==> src/rtl/seq_divider_module_if.sv <==
// ---------------------------------------------------------------------------
// seq_divider_module_if
//
// Purpose: bundles the start/done handshake and the operand/result bus of the
// sequential restoring divider so that the controller and the divider share
// one connection object.
//
// Signals:
//   start        controller -> divider  request a division (seen only in IDLE)
//   dividend     controller -> divider  unsigned dividend, width bits
//   divisor      controller -> divider  unsigned divisor, width bits
//   busy         divider -> controller  high while the divider is iterating
//   done         divider -> controller  one-cycle pulse, results valid
//   quotient     divider -> controller  unsigned quotient, width bits
//   remainder    divider -> controller  unsigned remainder, width bits
//   div_by_zero  divider -> controller  captured divisor was zero
//
// Modports:
//   master  the controller side (drives start and operands)
//   slave   the divider side (drives status and results)
// ---------------------------------------------------------------------------
interface seq_divider_module_if #(
   parameter int width = 4
) ();

   logic             start;
   logic [width-1:0] dividend;
   logic [width-1:0] divisor;
   logic             busy;
   logic             done;
   logic [width-1:0] quotient;
   logic [width-1:0] remainder;
   logic             div_by_zero;

   modport master (
      output start, dividend, divisor,
      input  busy, done, quotient, remainder, div_by_zero
   );

   modport slave (
      input  start, dividend, divisor,
      output busy, done, quotient, remainder, div_by_zero
   );

endinterface

==> src/rtl/seq_divider_module.sv <==
// ---------------------------------------------------------------------------
// seq_divider_module
//
// Purpose: sequential restoring unsigned divider producing one quotient bit
// per clock. Each iteration shifts {R,Q} left, trial-subtracts the divisor
// from the partial remainder and keeps or restores the result depending on
// its sign. A zero divisor short-circuits straight to the result cycle.
//
// Parameters:
//   width   operand / quotient / remainder width in bits (2 to 16)
//
// Ports:
//   clk     rising-edge clock for all state
//   rst     synchronous, active-high reset
//   bus     seq_divider_module_if slave modport:
//             start, dividend, divisor           (inputs)
//             busy, done, quotient, remainder,
//             div_by_zero                        (registered outputs)
// ---------------------------------------------------------------------------
module seq_divider_module #(
   parameter int width = 4
) (
   input logic                  clk,
   input logic                  rst,
   seq_divider_module_if.slave  bus
);

   localparam int CountWidth = $clog2(width + 1);

   typedef enum logic [1:0] {
      IDLE,
      CALC,
      DONE
   } state_t;

   state_t                state_q;
   logic [CountWidth-1:0] count_q;
   logic [width-1:0]      qReg_q;
   logic [width-1:0]      divisor_q;
   logic [width-1:0]      partRem_q;
   logic                  busy_q;
   logic                  done_q;
   logic [width-1:0]      quotient_q;
   logic [width-1:0]      remainder_q;
   logic                  divZero_q;

   logic [width:0]        remShift;
   logic [width:0]        trial;
   logic [width-1:0]      partRem_d;
   logic [width-1:0]      qReg_d;

   // One restoring step. The partial remainder is always below the divisor,
   // so only width bits are stored; the shifted value needs width+1 bits.
   // When the trial difference is negative the shifted remainder is still
   // below the divisor, so its top bit is zero and dropping it loses nothing.
   // When the difference is non-negative it is below the divisor as well.
   always_comb begin
      remShift  = {partRem_q, qReg_q[width-1]};
      trial     = remShift - {1'b0, divisor_q};
      partRem_d = remShift[width-1:0];
      qReg_d    = {qReg_q[width-2:0], 1'b0};
      if (!trial[width]) begin
         partRem_d = trial[width-1:0];
         qReg_d    = {qReg_q[width-2:0], 1'b1};
      end
   end

   // Control FSM and all registered state. Outputs are registered here so
   // busy and done come straight from flops. The quotient and remainder
   // outputs are loaded from the final iteration's next values on the same
   // edge that enters DONE, which makes them valid in the done cycle. They
   // keep their value otherwise, so the controller can read them later.
   always_ff @(posedge clk) begin
      if (rst) begin
         state_q     <= IDLE;
         count_q     <= '0;
         qReg_q      <= '0;
         divisor_q   <= '0;
         partRem_q   <= '0;
         busy_q      <= 1'b0;
         done_q      <= 1'b0;
         quotient_q  <= '0;
         remainder_q <= '0;
         divZero_q   <= 1'b0;
      end else begin
         case (state_q)
            IDLE: begin
               done_q <= 1'b0;
               if (bus.start) begin
                  qReg_q    <= bus.dividend;
                  divisor_q <= bus.divisor;
                  partRem_q <= '0;
                  divZero_q <= 1'b0;
                  if (bus.divisor != '0) begin
                     count_q <= CountWidth'(width);
                     busy_q  <= 1'b1;
                     state_q <= CALC;
                  end else begin
                     divZero_q   <= 1'b1;
                     quotient_q  <= '1;
                     remainder_q <= bus.dividend;
                     done_q      <= 1'b1;
                     state_q     <= DONE;
                  end
               end
            end

            CALC: begin
               partRem_q <= partRem_d;
               qReg_q    <= qReg_d;
               count_q   <= count_q - CountWidth'(1);
               if (count_q == CountWidth'(1)) begin
                  busy_q      <= 1'b0;
                  done_q      <= 1'b1;
                  quotient_q  <= qReg_d;
                  remainder_q <= partRem_d;
                  state_q     <= DONE;
               end
            end

            DONE: begin
               done_q  <= 1'b0;
               state_q <= IDLE;
            end

            default: begin
               busy_q  <= 1'b0;
               done_q  <= 1'b0;
               state_q <= IDLE;
            end
         endcase
      end
   end

   assign bus.busy        = busy_q;
   assign bus.done        = done_q;
   assign bus.quotient    = quotient_q;
   assign bus.remainder   = remainder_q;
   assign bus.div_by_zero = divZero_q;

endmodule
==> src/flat_wrapper.sv <==
// flat-port wrapper written by rule: the top's interface ports become plain ports
module seq_divider_module_flat 
#(
   parameter int width = 4
)
  (clk, rst, bus_start, bus_dividend, bus_divisor, bus_busy, bus_done, bus_quotient, bus_remainder, bus_div_by_zero);
  seq_divider_module_if #(.width(width)) bus_i ();
  input logic clk;
  input logic rst;
  input wire logic [$bits(bus_i.start)-1:0] bus_start;
  input wire logic [$bits(bus_i.dividend)-1:0] bus_dividend;
  input wire logic [$bits(bus_i.divisor)-1:0] bus_divisor;
  output wire logic [$bits(bus_i.busy)-1:0] bus_busy;
  output wire logic [$bits(bus_i.done)-1:0] bus_done;
  output wire logic [$bits(bus_i.quotient)-1:0] bus_quotient;
  output wire logic [$bits(bus_i.remainder)-1:0] bus_remainder;
  output wire logic [$bits(bus_i.div_by_zero)-1:0] bus_div_by_zero;
  assign bus_i.start = bus_start;
  assign bus_i.dividend = bus_dividend;
  assign bus_i.divisor = bus_divisor;
  assign bus_busy = bus_i.busy;
  assign bus_done = bus_i.done;
  assign bus_quotient = bus_i.quotient;
  assign bus_remainder = bus_i.remainder;
  assign bus_div_by_zero = bus_i.div_by_zero;
  seq_divider_module #(.width(width)) u_core (.clk(clk), .rst(rst), .bus(bus_i));
endmodule
==> config.mk <==
export PLATFORM = sky130hd
export DESIGN_NAME = seq_divider_module_flat
export DESIGN_NICKNAME = d
export VERILOG_FILES = /design/src/rtl/seq_divider_module_if.sv /design/src/rtl/seq_divider_module.sv /design/src/flat_wrapper.sv
export SDC_FILE = /design/constraint.sdc
export NUM_CORES = 1
export LEC_CHECK = 0
export CAP_MARGIN = 0
export CORE_MARGIN = 2
export CORE_UTILIZATION = 45
export CTS_CLUSTER_DIAMETER = 120
export DETAILED_ROUTE_END_ITERATION = 10
export PLACE_DENSITY = 0.71
export SLEW_MARGIN = 25
export SYNTH_ARGS = -nofsm -noshare
export SYNTH_HDL_FRONTEND = slang
export SYNTH_SLANG_ARGS = --single-unit
export TNS_END_PERCENT = 50
==> constraint.sdc <==
create_clock -name clk -period 1.97 [get_ports clk]
set_input_delay 0.394 -clock clk [delete_from_list [all_inputs] [get_ports clk]]
set_output_delay 0.394 -clock clk [all_outputs]
set_load 0.01 [all_outputs]
---- Word-level counts from Yosys, hierarchy flattened ----
Index checks and enable logic that the tools add are counted.
storage, ports and cells
  bits in registers ....................... 28
  input port bits ......................... 11
  output and inout bits ................... 11
  word-level logic and storage cells ...... 58
cells by class
  add/subtract/negate cells ............... 2
  equal/unequal tests ..................... 7
  multiplexer cells ....................... 29
  bitwise operators ....................... 1
  reduce and logical (&&, ||, !) cells .... 9
operators with widths
  kind                   count
  $mux W4                9
  $pmux W4 S2            4
  $reduce_and A4 Y1      2
  $mux W1                7
  $mux W2                3
  $mux W3                2
  $pmux W3 S2            1
  $reduce_and A2 Y1      3
  $sub A5 B4 Y5          1
  $ne A2 B1 Y1 const B   2
  $ne A2 B2 Y1 const B   2
  $pmux W2 S2            1
  $reduce_bool A4 Y1     1
  $eq A3 B1 Y1 const B   1
  $pmux W1 S3            1
  $reduce_and A3 Y1      1
  $sub A3 B1 Y3 const B  1
  $eq A2 B1 Y1 const B   1
  $eq A2 B2 Y1 const B   1
  $logic_not A2 Y1       1
  $pmux W1 S2            1
  $reduce_bool A2 Y1     1
  $not A1 Y1             1

---- Depth between registers and ports, before layout ----
  word-level depth ........................ 4
  depth in mapped cells ................... 8
  depth with buffers taken out ............ 8

---- Worst setup path before layout ----
No wires, ideal clock.
  path kind ............................... register to register
  start ................................... register u_core.qReg_q[3]
  end ..................................... register u_core.remainder_q[2], in the netlist u_core.bus.remainder[2]
  setup time .............................. 0.088 ns
  data arrival time ....................... 1.938 ns
  data required time ...................... 1.882 ns
  slack ................................... -0.057 ns
  stages on the path, launching flop included .. 9
  buffers on the path ..................... 0
  clock period less this slack ............ 2.027 ns
  cell sequence ........................... dfxtp_1 > inv_1 > ha_1 > fa_1 > nand2b_4 > a21oi_4 > xnor2_1 > mux2_4 > a311oi_2
between the ends
  cells in the longest elaborated chain, start to end .. 4
RTL lines
  what                    RTL line                   RTL
  start, declared         seq_divider_module.sv:38   logic [width-1:0] qReg_q;
  start signal, assigned  seq_divider_module.sv:90   qReg_q <= bus.dividend;
  start signal, assigned  seq_divider_module.sv:110  qReg_q <= qReg_d;
  $sub A5 B4 Y5           seq_divider_module.sv:59   trial = remShift - {1'b0, divisor_q};
  $mux W4                 seq_divider_module.sv:62   if (!trial[width]) begin
  $mux W4                 seq_divider_module.sv:112  if (count_q == CountWidth'(1)) begin
  $pmux W4 S2             seq_divider_module.sv:86   case (state_q)
  end signal, assigned    seq_divider_module.sv:101  remainder_q <= bus.dividend;
  end signal, assigned    seq_divider_module.sv:116  remainder_q <= partRem_d;
  end, declared           seq_divider_module.sv:44   logic [width-1:0] remainder_q;
No other way between the ends. The select of a mux whose other input is x is not followed.
A chain may end at the register's enable or synchronous reset.

---- Final worst setup path ----
Ends and elaborated chain as after synthesis.

==> run metrics <==
outcome finished, violations left; violated checks setup timing; Critical Path RT 2.23 ns; wire length per cell about 13 um; Mapped Area 1425 sq um; post-synthesis instance total 160; antenna violations before repair 0; Yosys cell types 42; Detailed Route Iter0 Violations 48; period utilization 100.8%; row cnt 20; worst min-delay path category flip-flop to flip-flop; Placement Cell Area 1769 sq um; top_reg_cell synth dfxtp_1; Clock Latency Late Sink between 0.3 and 0.4 ns; TritonCTS Sinks 28; Core ar. 3028 sq um; final WL 3053 um; post-synth top area cell dfxtp_1; crit-path max FO 2; via density per instance 5.130; GPL Wtd Cong 0.8898; R2R Setup Slk -0.02 ns; CP Launch Type flip-flop; Synth top area share around 40%; # diodes 0; EDFF count, synth 0; Clk pin slew, worst setup/hold paths 0.15 ns; area delta synth->final 28.09%; port bufs 21; post-DP HPWL 2296 um; CP peak stage delay 0.35 ns; synth top area cells dfxtp_1 (39%), nor2_1 (8.7%), a21oi_1 (6.0%); sequential cell area fraction in the yosys report 39.33%; post-route ant nets 0; critical path capture point type flip-flop; Rel. slew slack 67.52%; Final Power 1.342 mW; register bit count reported by yosys 28; share of cells above drive strength 1 21.13%; RSZ-0062 raised after global routing true; critical path arrival 2.24 ns; final count of hold timing violations 0; TritonCTS clock tree built; endpoints failing setup 3; Lkg Pwr 0.7098 nW; DIE WIDTH 60.28 um; post-synthesis average cell area 8.907 sq um; cell family with most CP delay adder cells; final instance area ~1800 sq um; vias in the first global route 1158; CTS Root Cell clkbuf_4; Die Height 60.28 um; syn nets 178; max frequency 0.5036 GHz; vias between 1000 and 1500; DRT Pass-1 Iters 4; H-tree level count 1; largest net degree at the start of global routing 17; final max-slew violation count 0; fin util 60.29%; Final Skew 0.004635 ns; CP Cell Sequence inv_2 -> ha_4 -> fa_2 -> nand2b_4 -> a21oi_4 -> xnor2_2 -> mux2_4 -> a311oi_2; Initial Utilization 47.07%; Max Cap Viol 0; count leader, synth nor2_1; VDD IR max ~450 uV; Place WS -0.1384 ns; Async SR Flop Fraction 0%; Die ar. between 3000 and 4000 sq um; slew of the pin with the lowest slew margin just under 0.5 ns; drt drc 0; first-pass GRT wire length 5023 um; final setup TNS -0.04202 ns; synthesis warning total 0; io pins 22; WS Path Type flip-flop to flip-flop; Worst Path Buf+Inv 1; Commonest cells post-synth nor2_1 (33), dfxtp_1 (28), a21oi_1 (17), nand2_1 (16), inv_1 (7); Overflow after GRT 0; GRT Total Usage between 10% and 20%; slowest cell on the critical path dfxtp_2; minimum clock period 1.986 ns; setup ws final -0.01575 ns; CTS Buf Count 3; PwrDens roughly 740 nW/um^2; Layout Nets 213; Max clock buf depth 2
## repair_timing
item,in CTS,in global routing
endpoints found under the setup margin,6,9
pin swaps,2,0
gates resized for setup,4,0
buffers inserted,1,0
hold buffers,0,0
## cells in the final DEF, fill, tap and decap left out, types with 5 or more instances in the layout
master / netlist / routed
a21oi_1: 17 / 17
a311oi_1: 6 / 6
buf_4: 1 / 17
clkdlybuf4s50_1: 0 / 21
dfxtp_1: 28 / 26
ha_1: 6 / 5
inv_1: 7 / 6
nand2_1: 16 / 16
nand2b_1: 5 / 5
nor2_1: 33 / 33
## layer usage
layer	up-vias	share of wire, %	GRT usage [%]
met5	-	0	0
met4	0	1.0	6.667
met3	4	3.7	2.814
met2	36	49	32.30
met1	563	47	22.91
li1	618	-	-
## worst min-delay path, stage by stage (launching register included)
cell     delay, ns
dfxtp_1       0.34
nand2_1       0.05
a21oi_1       0.06
## logic make-up (layout without fill, tap and decap cells)
group	count (synthesis)	count (layout)	synth area share, %
xor gates and xnor gates	3	3	2.371
DFF	28	28	39.33
buffers and inverters	15	49	5.618
and+or+nand+nor	67	67	23.62
muxes	4	4	3.160
AOI/OAI and AO/OA	36	36	19.23
adders and majority gates	7	7	6.672
## final timing paths
check                                                   start                                    to  cells past startpoint
worst max-delay path            u_core.qReg_q[3]$_SDFFE_PP0P_  u_core.bus.remainder[2]$_SDFFE_PP0P_                      8
worst min-delay path             u_core.bus.busy$_SDFFE_PP0P_          u_core.bus.busy$_SDFFE_PP0P_                      2
worst max register to register  u_core.qReg_q[3]$_SDFFE_PP0P_  u_core.bus.remainder[2]$_SDFFE_PP0P_                      8
worst min register to register   u_core.bus.busy$_SDFFE_PP0P_          u_core.bus.busy$_SDFFE_PP0P_                      2
## registers in the layout, indices dropped and copies added (netlist names)
register	flops
u_core.state_q	2
u_core.bus.done	1
u_core.bus.quotient	4
u_core.divisor_q	4
u_core.partRem_q	4
u_core.qReg_q	4
u_core.bus.div_by_zero	1
u_core.bus.busy	1
u_core.bus.remainder	4
u_core.count_q	3
## through the flow
step	hold slack [ns]	instances
after floorplan	0.4536	160
after global placement	0.4453	233
after detailed placement	0.4566	233
after CTS	0.4757	238
after global routing	0.4936	238
final	0.4750	238
## report_power, final
| group | internal [mW] | total [mW] | switching [mW] |
|---|---|---|---|
| Clock | 0.113 | 0.283 | 0.170 |
| Combinational | 0.200 | 0.406 | 0.206 |
| Sequential | 0.614 | 0.653 | 0.0386 |
| Total | 0.927 | 1.34 | 0.415 |
## layout make-up
cell class	count	area, sq um
multi-input cells	117	807.0
inverters	7	26.28
fillers	274	1202
clock buffers	4	36.28
well taps	44	55.05
flip-flops and latches	28	563.0
repair buffers	38	337.8
Power figures use the tool's default switching activity.
